$ cat src/rtl/wb_txn_monitor.sv
// Passive Wishbone classic-cycle monitor: records every terminated transaction
// into a first-word-fall-through capture FIFO, with a watchdog and sticky flags.
module wb_txn_monitor #(
    parameter int unsigned ADR_W   = 30,
    parameter int unsigned DAT_W   = 32,
    parameter int unsigned DEPTH   = 16,
    parameter int unsigned TIMEOUT = 64,
    parameter int unsigned CNT_W   = 16
) (
    input  logic                     clk48,
    input  logic                     reset,
    input  logic [ADR_W-1:0]         wb_adr,
    input  logic [DAT_W-1:0]         wb_dat_w,
    input  logic [DAT_W-1:0]         wb_dat_r,
    input  logic [DAT_W/8-1:0]       wb_sel,
    input  logic                     wb_cyc,
    input  logic                     wb_stb,
    input  logic                     wb_we,
    input  logic                     wb_ack,
    input  logic                     wb_err,
    input  logic                     rd_en,
    input  logic                     clr,
    output logic                     rd_valid,
    output logic [ADR_W-1:0]         rd_adr,
    output logic [DAT_W-1:0]         rd_data,
    output logic [DAT_W/8-1:0]       rd_sel,
    output logic                     rd_we,
    output logic [1:0]               rd_status,
    output logic [$clog2(DEPTH):0]   fifo_count,
    output logic [CNT_W-1:0]         txn_count,
    output logic [CNT_W-1:0]         drop_count,
    output logic                     overflow,
    output logic                     timeout_seen
);

    localparam int unsigned SEL_W = DAT_W / 8;
    localparam int unsigned PTR_W = $clog2(DEPTH);
    localparam int unsigned FC_W  = PTR_W + 1;
    localparam int unsigned WD_W  = (TIMEOUT > 1) ? $clog2(TIMEOUT + 1) : 1;

    localparam bit             WD_EN   = (TIMEOUT > 0);
    localparam logic [WD_W-1:0] WD_LAST = WD_W'(TIMEOUT - 1);

    localparam logic [1:0] S_IDLE = 2'd0;
    localparam logic [1:0] S_WAIT = 2'd1;
    localparam logic [1:0] S_HOLD = 2'd2;

    localparam logic [1:0] ST_ACK = 2'b01;
    localparam logic [1:0] ST_ERR = 2'b10;
    localparam logic [1:0] ST_TMO = 2'b11;

    logic             act;
    logic             term;
    logic [1:0]       state;
    logic [1:0]       state_nxt;
    logic [WD_W-1:0]  wd;
    logic [WD_W-1:0]  wd_nxt;
    logic             push;
    logic             tmo;
    logic [1:0]       push_status;
    logic [DAT_W-1:0] push_data;

    assign act  = wb_cyc & wb_stb;
    assign term = act & (wb_ack | wb_err);

    // Bus tracking state and watchdog
    always_ff @(posedge clk48 or posedge reset) begin
        if (reset) begin
            state <= S_IDLE;
            wd    <= '0;
        end else begin
            state <= state_nxt;
            wd    <= wd_nxt;
        end
    end

    // Termination wins over watchdog expiry; wd is always zero in IDLE
    always_comb begin
        state_nxt   = state;
        wd_nxt      = wd;
        push        = 1'b0;
        tmo         = 1'b0;
        push_status = ST_ACK;
        push_data   = wb_dat_w;
        case (state)
            S_IDLE, S_WAIT: begin
                if (term) begin
                    push        = 1'b1;
                    push_status = wb_err ? ST_ERR : ST_ACK;
                    push_data   = wb_we ? wb_dat_w : wb_dat_r;
                    state_nxt   = S_IDLE;
                    wd_nxt      = '0;
                end else if (act && WD_EN && (wd == WD_LAST)) begin
                    push        = 1'b1;
                    tmo         = 1'b1;
                    push_status = ST_TMO;
                    push_data   = wb_we ? wb_dat_w : '0;
                    state_nxt   = S_HOLD;
                    wd_nxt      = '0;
                end else if (act) begin
                    state_nxt = S_WAIT;
                    wd_nxt    = wd + WD_W'(1);
                end else begin
                    state_nxt = S_IDLE;
                    wd_nxt    = '0;
                end
            end
            S_HOLD: begin
                wd_nxt = '0;
                if (!act) begin
                    state_nxt = S_IDLE;
                end
            end
            default: begin
                state_nxt = S_IDLE;
                wd_nxt    = '0;
            end
        endcase
    end

    logic [ADR_W-1:0] mem_adr [DEPTH];
    logic [DAT_W-1:0] mem_dat [DEPTH];
    logic [SEL_W-1:0] mem_sel [DEPTH];
    logic             mem_we  [DEPTH];
    logic [1:0]       mem_st  [DEPTH];

    logic [PTR_W-1:0] wr_ptr;
    logic [PTR_W-1:0] rd_ptr;
    logic [FC_W-1:0]  count_nxt;
    logic             full;
    logic             pop;
    logic             wr_ok;
    logic             drop;

    assign full  = (fifo_count == FC_W'(DEPTH));
    assign pop   = rd_en & rd_valid;
    assign wr_ok = push & (~full | pop);
    assign drop  = push & full & ~pop;

    always_comb begin
        count_nxt = fifo_count;
        if (wr_ok && !pop) begin
            count_nxt = fifo_count + FC_W'(1);
        end else if (pop && !wr_ok) begin
            count_nxt = fifo_count - FC_W'(1);
        end
    end

    // When full with a pop, wr_ptr equals rd_ptr: the new entry lands behind the new head
    always_ff @(posedge clk48 or posedge reset) begin
        if (reset) begin
            for (int unsigned i = 0; i < DEPTH; i++) begin
                mem_adr[i] <= '0;
                mem_dat[i] <= '0;
                mem_sel[i] <= '0;
                mem_we[i]  <= 1'b0;
                mem_st[i]  <= 2'b00;
            end
        end else if (wr_ok) begin
            mem_adr[wr_ptr] <= wb_adr;
            mem_dat[wr_ptr] <= push_data;
            mem_sel[wr_ptr] <= wb_sel;
            mem_we[wr_ptr]  <= wb_we;
            mem_st[wr_ptr]  <= push_status;
        end
    end

    always_ff @(posedge clk48 or posedge reset) begin
        if (reset) begin
            wr_ptr     <= '0;
            rd_ptr     <= '0;
            fifo_count <= '0;
            rd_valid   <= 1'b0;
        end else begin
            if (wr_ok) begin
                wr_ptr <= wr_ptr + PTR_W'(1);
            end
            if (pop) begin
                rd_ptr <= rd_ptr + PTR_W'(1);
            end
            fifo_count <= count_nxt;
            rd_valid   <= (count_nxt != '0);
        end
    end

    assign rd_adr    = mem_adr[rd_ptr];
    assign rd_data   = mem_dat[rd_ptr];
    assign rd_sel    = mem_sel[rd_ptr];
    assign rd_we     = mem_we[rd_ptr];
    assign rd_status = mem_st[rd_ptr];

    // Saturating counters and sticky flags; a coincident event beats clr
    always_ff @(posedge clk48 or posedge reset) begin
        if (reset) begin
            txn_count    <= '0;
            drop_count   <= '0;
            overflow     <= 1'b0;
            timeout_seen <= 1'b0;
        end else begin
            if (clr) begin
                txn_count <= push ? CNT_W'(1) : '0;
            end else if (push && (txn_count != '1)) begin
                txn_count <= txn_count + CNT_W'(1);
            end

            if (clr) begin
                drop_count <= drop ? CNT_W'(1) : '0;
            end else if (drop && (drop_count != '1)) begin
                drop_count <= drop_count + CNT_W'(1);
            end

            if (drop) begin
                overflow <= 1'b1;
            end else if (clr) begin
                overflow <= 1'b0;
            end

            if (tmo) begin
                timeout_seen <= 1'b1;
            end else if (clr) begin
                timeout_seen <= 1'b0;
            end
        end
    end

endmodule

$ cat config.mk
export PLATFORM = sky130hd
export DESIGN_NAME = wb_txn_monitor
export DESIGN_NICKNAME = d
export VERILOG_FILES = /design/src/rtl/wb_txn_monitor.sv
export SDC_FILE = /design/constraint.sdc
export NUM_CORES = 2
export LEC_CHECK = 0
export BUFFER_PORTS_ARGS = -buffer_cell sky130_fd_sc_hd__buf_2
export CELL_PAD_IN_SITES_DETAIL_PLACEMENT = 1
export CELL_PAD_IN_SITES_GLOBAL_PLACEMENT = 1
export CORE_ASPECT_RATIO = 1.4
export CORE_MARGIN = 4
export CORE_UTILIZATION = 41
export DETAILED_ROUTE_END_ITERATION = 8
export PLACE_DENSITY_LB_ADDON = 0.1
export SYNTH_ARGS = -nofsm -noshare
export SYNTH_HDL_FRONTEND = slang
export SYNTH_SLANG_ARGS = --single-unit
$ cat constraint.sdc
create_clock -name clk48 -period 37.9 [get_ports clk48]
set_input_delay 1.895 -clock clk48 [delete_from_list [all_inputs] [get_ports clk48]]
set_output_delay 1.895 -clock clk48 [all_outputs]
set_load 0.02 [all_outputs]
==> results by group <==
Worst setup path
  • CP Class: reg2out
  • Worst Path Max Fanout: 107
  • Crit path capture type: primary output
  • Critical Path Start Type: register
  • Critical path data arrival time: 5260 ps
  • Worst path required time: 36000 ps

Cells and area
  • Share of layout cells above drive strength 1: 29.11%
  • Final net count: 4474
  • Fin util: 46.05%
  • Register Area: 0.02907 mm²
  • Multi-input logic area: 0.02189 mm²
  • ANT cells: 0
  • Post-layout instance area: 0.05877 mm²
  • Fillers: 13220
  • Commonest non-fill, non-tap cell in the layout: dfrtp_1
  • Syn-to-layout area delta: 11.61%
  • Most frequent cells in the layout: 1157 x dfrtp_1, 689 x o21ai_0, 672 x nand2_1, 617 x mux2_2, 215 x buf_2

GRT
  • Vias in the first global route: 36990
  • Pin count of the biggest net entering global routing: 171
  • Initial antenna violation count: 4
  • Overall Global Routing Usage: 22.38%
  • First-pass GRT wire length: 232.3 mm
  • Gr ovfl total: 0

Power
  • Clock power frac: 24.6%
  • LEAKAGE: 0.02760 µW
  • Internal: 3224 µW
  • Psw: 1752 µW
  • Logic pwr share: 35.2%
  • Flop pwr share: 40.2%
  • Peak VDD IR: 0.00006139 V
  • Sw frac: 35.21%
  • PD cells: 84.67 mW/mm²

Clocking
  • Clk Latency, worst-skew pair: 720 ps
  • CTS Buffer Depth: 3
  • Clock buffer count from CTS: 120
  • Clock transition at path regs: 60 ps
  • Clock Tree Root: clkbuf_16
  • CTS-repair resized insts: 0
  • Setup Fix Bufs, Post-CTS: 0
  • CTS tree: built
  • CTS Hold Bufs: 0
  • Clock sinks: 1161
  • H-tree Lvls: 3

Min path
  • Worst min-delay path category: reg2reg

Logic synthesis
  • Synth Area in XOR/XNOR: 0.5988%
  • Seq/Total Area, Yosys: 55.18%
  • Ys flop type: dfrtp_1
  • Simple-Gate Fraction of Synth Area: 6.601%
  • Adder-Cell Fraction of Synth Area: 0.2614%
  • Largest family of logic cells by synthesized area: multiplexers
  • Unique masters post-synth: 57
  • Post-synthesis mux area share: 24.26%
  • Async set-reset flop share out of synthesis: 100.0%
  • Synthesized instance count: 4340
  • Synth Area in Compound Gates: 9.690%
  • Post-synth EDFFs: 0
  • Post-synthesis register bit count: 1161
  • Avg Inst Size Synth: 12.13 µm²
  • Synthesized net count: 4458
  • Synth warnings: 0
  • Post-Syn Area: 0.05266 mm²

Routing
  • Routed len/inst: 24.57 µm
  • Detailed-route via count: 34080
  • Pre-antenna DRT Iters: 4
  • Initial detailed-routing violation count: 1913
  • Routed WL: 149.9 mm
  • Antenna violation net count after detailed routing: 0
  • DRC violations left: 0
  • Drt via density: 5.584

STA
  • Fin worst setup slack: 30750 ps
  • Setup_tns: 0 ps
  • Tmin final: 7151 ps
  • Final setup violation count: 0
  • Max-Slew Margin vs Limit: 21.67%
  • Period utilisation layout: 18.87%
  • Unrepaired setup endpoints after global routing: false
  • Final Max Tran Viols: 0
  • Final hold vios: 0
  • Clock skew: 16.42 ps
  • Fmax: 0.1398 GHz
  • Worst-Margin Slew: 1175 ps

Placed design
  • # port buffers: 215
  • Global placement routability congestion: 0.7140
  • DP HPWL: 82.11 mm
  • Setup WS pre-CTS: 31320 ps
  • Dpl cell area: 0.05464 mm²

Floorplan
  • Num rows: 155
  • DIE HEIGHT: 432.0 µm
  • Die area: 0.1343 mm²
  • Top Ports: 216
  • Core footprint: 0.1276 mm²
  • Chip width: 310.9 µm
  • Initial Utilization: 41.26%

Run status
  • Status: complete, no violations

Run
  • Maxcap violations: 0
per-layer routing:
| layer | track usage [%] | part of all wire (%) |
|---|---|---|
| met4 | 4.996 | 1.7 |
| met3 | 2.305 | 2.7 |
| met2 | 39.68 | 50 |
| met5 | 0 | 0 |
| met1 | 29.84 | 45 |
power by group through the flow:
stage	logic [µW]	registers (µW)	clock network [µW]
2_1_floorplan	1320	1920	0
3_3_place_gp	1740	2000	0
3_5_place_dp	1780	2020	0
4_1_cts	1780	2000	1260
5_1_grt	1930	2060	1310
6_report	1750	2000	1230
logic make-up (layout without fill, tap and decap cells):
| logic type | after synthesis | in the layout |
|---|---|---|
| buf+inv | 392 | 507 |
| fa+ha+maj | 11 | 11 |
| flops | 1161 | 1161 |
| xor+xnor | 36 | 36 |
| mux | 1009 | 1009 |
| simple gates | 812 | 812 |
| compound gates | 919 | 919 |
critical path, stage by stage (launching register included):
cell	delay (ps)
dfrtp_4	890
buf_12	600
buf_4	830
buf_4	800
mux2_2	410
o21ai_0	150
a21oi_1	80
a22oi_1	230
nand2_1	140
buf_2	190
sequential cells by signal (all words and copies together), names as in the netlist, 5 cells and up:
signal	count
mem_dat	512
mem_adr	480
mem_sel	64
mem_st	32
drop_count	16
mem_we	16
txn_count	16
wd	7
fifo_count	5
Yosys cell counts (12+ instances only):
library cell | n | area share (%)
xnor2_1 | 18 | 0.30
clkbuf_1 | 242 | 1.7
mux2_4 | 32 | 0.91
a221oi_1 | 69 | 1.1
buf_1 | 19 | 0.14
nand3_1 | 19 | 0.18
mux4_2 | 138 | 5.9
mux2i_1 | 210 | 4.0
a21oi_1 | 74 | 0.70
buf_2 | 93 | 0.88
nor2_1 | 40 | 0.29
nand2_1 | 673 | 4.8
mux2_2 | 617 | 13
xor2_1 | 18 | 0.30
o21ai_0 | 689 | 6.5
mux2_1 | 12 | 0.26
dfrtp_1 | 1161 | 55
buf_6 | 28 | 0.60
a22oi_1 | 69 | 0.98
final timing paths:
path | depth (start not counted) | to | slack, ps | from
min in group asynchronous | 2 | mem_adr[184] | 1320 | reset
min | 1 | wd[0] | 460 | wd[0]
max reg2reg | 10 | mem_sel[44] | 33950 | fifo_count[0]
min reg2reg | 1 | wd[0] | 460 | wd[0]
max | 9 | rd_adr[23] | 30750 | rd_ptr[0]
max in group asynchronous | 6 | mem_dat[364] | 32830 | reset
through the flow:
step	hold slack [ps]	instances	total power, µW
after floorplan	432.9	4340	3238
after global placement	448.4	5882	3747
after detailed placement	459.3	5882	3803
after CTS	467.6	6103	5050
after global routing	494.0	6103	5299
final	463.7	6103	4976
area by class of cell:
class	instances	area share [%]
clock buffers	184	6.347
multi-input cells	2787	37.24
well taps	1648	3.509
flip-flops and latches	1161	49.46
clock inverters	37	0.6664
repair buffers	276	2.695
inverters	10	0.07665
No activity file was read; power rests on OpenSTA's default activity.
